==> src/rtl/serial_word_rx.sv <==
// serial_word_rx: deserializer for an LSB-first framed serial stream.
// Frame (in sample order): start(1), WIDTH data bits, optional even-parity
// bit, stop(0). Received words are held in a one-entry valid/ready buffer.
module serial_word_rx #(
    parameter int WIDTH     = 32,
    parameter bit PARITY_EN = 1'b1
) (
    input  logic             clk,
    input  logic             rst,
    input  logic             inb,
    input  logic             bit_en,
    input  logic             clr_err,
    output logic [WIDTH-1:0] word,
    output logic             word_valid,
    input  logic             word_ready,
    output logic             parity_err,
    output logic             frame_err,
    output logic             overrun,
    output logic             busy
);

    localparam int CNT_W = $clog2(WIDTH + 1);

    localparam logic [1:0] ST_IDLE   = 2'd0;
    localparam logic [1:0] ST_DATA   = 2'd1;
    localparam logic [1:0] ST_PARITY = 2'd2;
    localparam logic [1:0] ST_STOP   = 2'd3;

    logic [1:0]       state;
    logic [CNT_W-1:0] bit_cnt;
    logic [WIDTH-1:0] shift_reg;
    logic             par_acc;
    logic             par_mis;
    logic             frame_done;
    logic             buf_load;

    // Stop sample closes the frame; it is accepted only if the buffer is free
    // or being emptied in this same cycle.
    assign frame_done = (state == ST_STOP) && bit_en;
    assign buf_load   = frame_done && (!word_valid || word_ready);
    assign busy       = (state != ST_IDLE);

    // Frame FSM, bit counter, shift register and parity accumulator.
    always_ff @(posedge clk or posedge rst) begin
        if (rst) begin
            state     <= ST_IDLE;
            bit_cnt   <= '0;
            shift_reg <= '0;
            par_acc   <= 1'b0;
            par_mis   <= 1'b0;
        end else if (bit_en) begin
            case (state)
                ST_IDLE: begin
                    if (inb) begin
                        state   <= ST_DATA;
                        bit_cnt <= '0;
                        par_acc <= 1'b0;
                        par_mis <= 1'b0;
                    end
                end
                ST_DATA: begin
                    // New bit enters at the MSB so the first bit ends up in bit 0.
                    shift_reg <= {inb, shift_reg[WIDTH-1:1]};
                    bit_cnt   <= bit_cnt + CNT_W'(1);
                    par_acc   <= par_acc ^ inb;
                    if (bit_cnt == CNT_W'(WIDTH - 1)) begin
                        state <= PARITY_EN ? ST_PARITY : ST_STOP;
                    end
                end
                ST_PARITY: begin
                    // Even parity: data ones plus parity bit must be even.
                    par_mis <= par_acc ^ inb;
                    state   <= ST_STOP;
                end
                default: begin
                    state <= ST_IDLE;
                end
            endcase
        end
    end

    // Output buffer with valid/ready handshake and sticky overrun flag.
    always_ff @(posedge clk or posedge rst) begin
        if (rst) begin
            word       <= '0;
            word_valid <= 1'b0;
            parity_err <= 1'b0;
            frame_err  <= 1'b0;
            overrun    <= 1'b0;
        end else begin
            if (buf_load) begin
                word       <= shift_reg;
                parity_err <= PARITY_EN ? par_mis : 1'b0;
                frame_err  <= inb;
                word_valid <= 1'b1;
            end else if (word_valid && word_ready) begin
                word_valid <= 1'b0;
            end
            // A dropped frame outranks a simultaneous clear.
            if (frame_done && !buf_load) begin
                overrun <= 1'b1;
            end else if (clr_err) begin
                overrun <= 1'b0;
            end
        end
    end

endmodule

==> config.mk <==
export PLATFORM = sky130hd
export DESIGN_NAME = serial_word_rx
export DESIGN_NICKNAME = d
export VERILOG_FILES = /design/src/rtl/serial_word_rx.sv
export SDC_FILE = /design/constraint.sdc
export NUM_CORES = 1
export LEC_CHECK = 0
export CORE_ASPECT_RATIO = 0.7
export CORE_MARGIN = 2
export CORE_UTILIZATION = 45
export DETAILED_ROUTE_END_ITERATION = 12
export GPL_TIMING_DRIVEN = 1
export PLACE_DENSITY = 0.73
export RECOVER_POWER = 50
export REMOVE_ABC_BUFFERS = 1
export SLEW_MARGIN = 20
export SYNTH_ARGS = -nofsm -noshare
export SYNTH_HDL_FRONTEND = slang
export SYNTH_SLANG_ARGS = --single-unit
==> constraint.sdc <==
create_clock -name clk -period 4.4 [get_ports clk]
set_input_delay 0.88 -clock clk [delete_from_list [all_inputs] [get_ports clk]]
set_output_delay 0.88 -clock clk [all_outputs]
set_load 0.02 [all_outputs]
==> run summary <==
Yosys warnings - 0
Worst Tran Pin Value - 2.47 ns
crit-path cells - dlygate4sd3_1 > nand2_1 > clkbuf_1 > mux2_2
PortBufs - 42
part of the power in combinational logic - 34.3%
Setup Skew - 0.00794 ns
Sum Neg Setup Slack - 0 ns
Detailed Route WL - 4.93 mm
Clock Tree Buf Depth - 2
Synth cell types - 31
Iter 0 DRT Violations - 48
die footprint - 7660 sq um
GRT Total Usage - 14.8%
Post-DRT Antenna Nets - 0
detailed-route via count - 1,756
synth top area cells - dfrtp_1 (62%), mux2_1 (23%), ha_1 (2.0%)
register area share after synthesis - 62.3%
Final HPWL DP - 3.29 mm
Worst setup EP type - flip-flop
I/O pin total - 43
vias per cell - 4.95
Primary FF master, synth - dfrtp_1
vias in the first global route - 1,782
syn avg cell area - 14.9 sq um
Synth top area share - 62.3%
Synth top cells by count - dfrtp_1 (78), mux2_1 (65), nand2_1 (10), inv_1 (7)
Max Transition Viols Final - 93
Max Cap Viol - 2
share of cells above drive strength 1 - 8.81%
Nets - 268
H-tree levels - 3
Area Overhead vs Synth - 22.4%
Rel. slew slack - -65.7%
Peak supply drop - 0.321 mV
worst-path fanout max - 32
flops & latches, synth - 78
post-CTS sizing - 0
Flop pwr share - 45.0%
Async SR Flop Fraction - 100%
switching power total - 860 uW
Post-synth EDFFs - 0
mean routed wirelength per cell - 13.9 um
hold_buf cts - 0
Rows - 25
largest net degree at the start of global routing - 60
Reg clk slew, reported paths - 0.07 ns
Slowest-stage cell, CP - clkbuf_1
RePlAce Congestion - 0.770
Pwr per Cell Area - 687 nW/um^2
ANT cells - 0
Root Driver - clkbuf_8
Non-Filler Instances - 355
Pint - 1780 uW
dominant cell type by area after synthesis - dfrtp_1
# Post-CTS Setup Buffers - 0
# placed instances - 340
Clock Power Share - 20.7%
initial antenna violation count - 0
fillcell total - 591
critical path arrival - 3.37 ns
period utilization - 71.3%
clock sinks - 78
Sequential cell area - 1950 sq um
Final min period - 3.14 ns
Static Leak - 0.00178 uW
Setup Viol. Count Final - 0
failing checks - max-capacitance violations, max-slew violations
total grt overflow - 0
Worst Hold Class - flip-flop to flip-flop
Core ar. - 6760 sq um
synthesized cell area - 3130 sq um
first-pass GRT wire length - 8.58 mm
Die H - 73.8 um
CTS tree - done
Die W - 104 um
Final Hold Vio Count - 0
Synth Instances - 210
startpoint types - input pin
DRT Pass-1 Iters - 4
kind of critical path - input pin to flip-flop
f_max - 0.319 GHz
status - complete, but fails checks
RSZ-0062 raised after global routing - no
initial core utilization - 46.4%
CP peak stage delay - 1.26 ns
count leader, synth - dfrtp_1
total CTS buffers - 9
Clock Latency Late Sink - 0.35 ns
area occupied by multi-input gates - 1090 sq um
WP data required - 4.63 ns
Sw Ratio - 32.6%
residual DRC count - 0
## worst max-delay path, delay by kind of cell
family | cells | cell delay, ns
buf+inv | 2 | 1.93
mux | 1 | 0.44
simple gates | 1 | 0.11
## layout by cell type, fill, tap and decap left out, types with 2 or more instances in the layout
master,n
buf_4,2
a21oi_1,3
clkdlybuf4s50_1,39
nand3_1,5
clkbuf_8,12
mux2_2,2
o21ai_0,4
nand2_1,10
dlygate4sd3_1,3
dfrtp_1,78
ha_1,5
nand2b_1,3
inv_1,6
mux2_1,65
o211ai_1,2
a22o_1,2
mux2i_1,2
## kinds of logic after synthesis
family	Yosys count	synth area share (%)
mux	69	24.7
fa+ha+maj	5	2.00
buf+inv	16	2.60
flops	78	62.3
simple gates	26	4.55
compound gates	16	3.83
## power groups by stage
stage                     Combinational (uW)  Clock (uW)  Sequential [uW]
after global routing                     989         595             1230
after detailed placement                 930           0             1200
after global placement                   904           0             1200
after floorplan                          445           0             1290
final                                    904         546             1190
after CTS                                933         567             1190
## path summary, 6_finish.rpt
path | to | cells after the start | start | slack (ns)
worst min-delay path | word[9]$_DFFE_PP0P_ | 1 | word[9]$_DFFE_PP0P_ | 0.48
min in group asynchronous | bit_cnt[5]$_DFFE_PP0P_ | 2 | rst | 1.66
worst min register to register | word[9]$_DFFE_PP0P_ | 1 | word[9]$_DFFE_PP0P_ | 0.48
worst max-delay path | shift_reg[28]$_DFFE_PP0P_ | 4 | bit_en | 1.26
worst max register to register | shift_reg[28]$_DFFE_PP0P_ | 5 | state[1]$_DFFE_PP0P_ | 1.69
max in group asynchronous | shift_reg[1]$_DFFE_PP0P_ | 3 | rst | 1.58
## layer usage
metal  share of wire (%)  up-vias  global-route usage (%)  wire (um)
li1                    -      832                       -          -
met1                  50      881                    19.5       2440
met2                  44       37                    22.2       2160
met3                 5.1        6                    6.30        251
met4                 1.5        0                    5.41         74
met5                   0        -                       0          0
## stage by stage
step	utilization, %	hold slack [ns]	total power (uW)	setup WS, ns	instance area [sq um]
floorplan	-	0.436	1740	1.27	3080
global route	56.8	0.507	2820	1.10	3830
global placement	54.0	0.457	2100	1.35	3650
CTS	57.1	0.491	2690	1.66	3850
detailed placement	54.0	0.475	2130	1.28	3650
finish	56.8	0.482	2640	1.26	3830
## final cells by class
type	count	share of cell area [%]
Sequential cell	78	50.9
Multi-Input combinational cell	116	28.5
Tap cell	94	3.07
Clock inverter	3	1.11
Clock buffer	12	4.31
Timing Repair Buffer	45	11.5
Inverter	7	0.718
Power figures use the tool's default switching activity.
==> variant 1 (config.mk and constraints unchanged) <==
Reset style: synchronous (`rst`), changed in 2 clocked blocks.
--- a/src/rtl/serial_word_rx.sv
+++ b/src/rtl/serial_word_rx.sv
@@ -41,7 +41,7 @@
     assign busy       = (state != ST_IDLE);
 
     // Frame FSM, bit counter, shift register and parity accumulator.
-    always_ff @(posedge clk or posedge rst) begin
+    always_ff @(posedge clk) begin
         if (rst) begin
             state     <= ST_IDLE;
             bit_cnt   <= '0;
@@ -80,7 +80,7 @@
     end
 
     // Output buffer with valid/ready handshake and sticky overrun flag.
-    always_ff @(posedge clk or posedge rst) begin
+    always_ff @(posedge clk) begin
         if (rst) begin
             word       <= '0;
             word_valid <= 1'b0;
Function: differs if rst is asserted again (counterexample within 4 cycles, from zero or initial values and one cycle with rst high); with rst held inactive, the same outputs for 10 cycles.
==> variant 1 against the original RTL <==
  * Final area down 8.5%
  * Non-clock buffer count down 1
  * Area after synthesis down 5.9%
  * Clock skew about the same
  * Sequential share of layout area down 6.4 points
  * Worst hold slack worse by 35 ps
  * Worst setup slack better by 240 ps
  * Routed wire length up 18%
  * First-iteration DRC count rose to 3.9 times the old value
  * Sequential cell count unchanged
  * Critical path type unchanged
  * Critical endpoint is now word[26]$_SDFFE_PP0P_
Power is not compared: it rests on default switching activity, and its combinational part moved more than twofold at a synthesized area within 25%.
==> variant 1: results (changes against the original RTL) <==
global-route wire length before repair=9742 µm (+14%); share of post-route cells with drive strength above 1=5.750% (-3.1 points); routed wire length=5790 µm (+18%); Multi-input gate area=0.001227 mm² (+12%); register area share after synthesis=52.97% (-9.3 points); Signal buf overhead=12.26% (+0.81 points); Area contributors post-synth=dfxtp_1 53%, nand2_1 18%, a21oi_1 12%; GRT Resource Usage Total=17.32% (+2.5 points); Cells after Synth=367 (+75%); Worst Path Max Fanout=34 (+6.3%); NumNets Final=407 (+52%); Storage cell area=0.001562 mm² (-20%); r2r startpoint=state[0]$_SDFFE_PP0P_; H-tree levels=3 (unchanged); Yosys cell types=38 (+23%); GP Congestion=0.7779 (+1.0%); CP delay by family, top=simple AND/OR/NAND/NOR gates; Seq Cell Count=78 (unchanged); Main synth FF type=dfxtp_1; Non-CTS buffers=44 (-2.2%); number of fill cells=576 (-2.5%); placed cell count=463 (+36%); end of the worst register-to-register path=word[26]$_SDFFE_PP0P_; Crit-path slowest cell=nand3_1; Non-CTS inverters=5 (-2); DR WL/cell=12.11 µm (-13%); most frequent cells after synthesis=140 x nand2_1, 78 x dfxtp_1, 72 x a21oi_1; Reg2Reg Depth=4 (-1); FFs w/ async S/R, synth=0% (-100 points); Initial DRC Count=187 (+290%); Reg2Reg Setup Slack=2320 ps (+630 ps); compound-cell area share of the yosys netlist=14.94% (+11 points); vias in the first global route=2096 (+18%); Slew @ Worst Pin=1295 ps (-1177 ps); status=finished, final reports clean; Layout clock area frac=4.955% (-0.46 points); hpwl dp=3646 µm (+11%); Final Skew=7.711 ps (-0.2264 ps); adder-cell share of the synthesized area=2.122% (+0.13 points); layout clock buffer count=11 (-1); multi-input gates=258 (+120%); slowest stage delay, CP=990 ps (-270 ps); DR vias/cell=4.975 (+0.57%)
==> variant 1: cell count changes after synthesis, moves of 4 or more <==
cell	change
a21oi_1	+69
buf_2	+4
clkbuf_1	+8
dfrtp_1	-78
dfxtp_1	+78
mux2_1	-65
nand2_1	+130
nor2_1	+8
==> variant 1: how the worst min path moves through the flow <==
stage,startpoint,to,slack [ps],cells after the start
5_1_grt,shift_reg[0]$_SDFFE_PP0P_,word[0]$_SDFFE_PP0P_,470,2
3_3_place_gp,shift_reg[0]$_SDFFE_PP0P_,word[0]$_SDFFE_PP0P_,440,2
2_1_floorplan,shift_reg[0]$_SDFFE_PP0P_,word[0]$_SDFFE_PP0P_,430,2
4_1_cts,shift_reg[0]$_SDFFE_PP0P_,word[0]$_SDFFE_PP0P_,450,2
6_report,shift_reg[0]$_SDFFE_PP0P_,word[0]$_SDFFE_PP0P_,450,2
3_5_place_dp,shift_reg[0]$_SDFFE_PP0P_,word[0]$_SDFFE_PP0P_,450,2
==> variant 1: routing by layer <==
layer	global-route usage (%)	vias to the layer above	wire length, µm
met5	0	-	0
met4	6.849	0	29
met3	5.561	4	348
met2	26.22	67	2486
met1	23.10	1051	2925
li1	-	1256	-
==> variant 1: through the flow <==
| step | instance area [µm²] | utilization [%] | total power [W] | worst slack, ps |
|---|---|---|---|---|
| after detailed placement | 3339 | 53.21 | 0.0007885 | 1435 |
| after global placement | 3339 | 53.21 | 0.0007875 | 1523 |
| final | 3510 | 55.92 | 0.001248 | 1499 |
| after CTS | 3513 | 55.98 | 0.001261 | 1594 |
| after floorplan | 2809 | - | 0.0007597 | 1898 |
| after global routing | 3510 | 55.92 | 0.001298 | 1189 |
==> variant 1: worst min-delay path: cells and delay by family (launching register included) <==
kind,cells,cell delay [ps]
and+or+nand+nor,1,50
DFF,1,310
AOI/OAI and AO/OA,1,50
==> variant 2 (same settings) <==
Made on the original files. The parameter `WIDTH` goes from 32 to 64.
--- a/src/rtl/serial_word_rx.sv
+++ b/src/rtl/serial_word_rx.sv
@@ -2,7 +2,7 @@
 // Frame (in sample order): start(1), WIDTH data bits, optional even-parity
 // bit, stop(0). Received words are held in a one-entry valid/ready buffer.
 module serial_word_rx #(
-    parameter int WIDTH     = 32,
+    parameter int WIDTH     = 64,
     parameter bit PARITY_EN = 1'b1
 ) (
     input  logic             clk,
Interface: changed (resized word); port bits go from 43 to 75. No check against the original RTL was run, so the function may have changed too.
==> variant 2 against the original RTL <==
  * The flow still finishes with violations (capacitance limit, slew limit)
  * Area after synthesis is 77% higher
  * Routed wire length grew 96%
  * Worst hold slack better by 16 ps
  * Total power is 51% higher
  * Worst setup slack improved by 270 ps
  * Sequential cell count increased by 65
  * Final area rose by 84%
  * Count of clock-buffer cells in the layout increased by 6
  * Combinational power about the same
  * Critical path type unchanged
  * Critical endpoint is now word[61]$_DFFE_PP0P_
  * Largest cell class unchanged
==> variant 2: results (changes against the original RTL) <==
status=complete, but fails checks; failing checks=capacitance limit, slew limit; compound-cell area share of the yosys netlist=2.228% (-1.6 points); DR WL/cell=15.93 µm (+15%); Signal buf overhead=11.23% (-0.22 points); Initial DRC Count=163 (+240%); Setup crit end=word[61]$_DFFE_PP0P_; Layout clock area frac=8.369% (+3.0 points); number of fill cells=910 (+54%); slowest stage delay, CP=720 ps (-540 ps); Non-CTS buffers=79 (+76%); fraction of area in multi-input gates=26.37% (-2.1 points); maxcap violations=1 (-1); NumNets Final=446 (+66%); share of post-route cells with drive strength above 1=38.39% (+30 points); Cells after Synth=353 (+68%); hpwl dp=6217 µm (+89%); Storage cell area=0.003578 mm² (+83%); Max Slew Vio Count=112 (+20%); Yosys cell types=36 (+16%); vias in the first global route=3271 (+84%); global-route wire length before repair=16460 µm (+92%); layout clock buffer count=18 (+6); register area share after synthesis=64.37% (+2.1 points); relative slew slack=-54.07% (+12 points); Via Count=3082 (+76%); hold_sp=word[21]$_DFFE_PP0P_; mux share of post-synthesis cell area=26.99% (+2.3 points); Worst VDD drop=0.3247 mV (+1.1%); Worst Path Max Fanout=42 (+31%); pre-CTS worst setup slack=1157 ps (-119.6 ps); total CTS buffers=17 (+8); largest net degree at the start of global routing=112 (+87%); hold slack=498.1 ps (+16.41 ps)
-- variant 2: cell types whose count changed after synthesis, moves of 3 or more --
cell,delta
mux2_2,+129
dfrtp_1,+65
mux2_1,-65
buf_2,+4
nand3_1,+3
-- variant 2: layer usage --
| metal | share of wire [%] | GRT usage, % | vias up |
|---|---|---|---|
| met5 | 0 | 0 | - |
| li1 | - | - | 1430 |
| met3 | 4.3 | 3.983 | 12 |
| met2 | 46 | 23.92 | 62 |
| met4 | 1.3 | 6.661 | 0 |
| met1 | 48 | 22.11 | 1578 |
-- variant 2: cells by family after synthesis --
family          count (synthesis)
compound gates                 17
buf+inv                        23
fa+ha+maj                       5
mux                           133
simple gates                   32
flops                         143
-- variant 2: worst register-to-register path, delay by kind of cell, from the launching register on --
kind,cells,cell delay (ps)
adders and majority gates,1,460
buffers and inverters,2,550
DFF,1,410
muxes,1,310
and+or+nand+nor,1,570
-- variant 2: report_power, final --
group	internal [W]	switching (W)
Sequential	0.00152	0.000148
Combinational	0.000454	0.000447
Clock	0.000815	0.000594
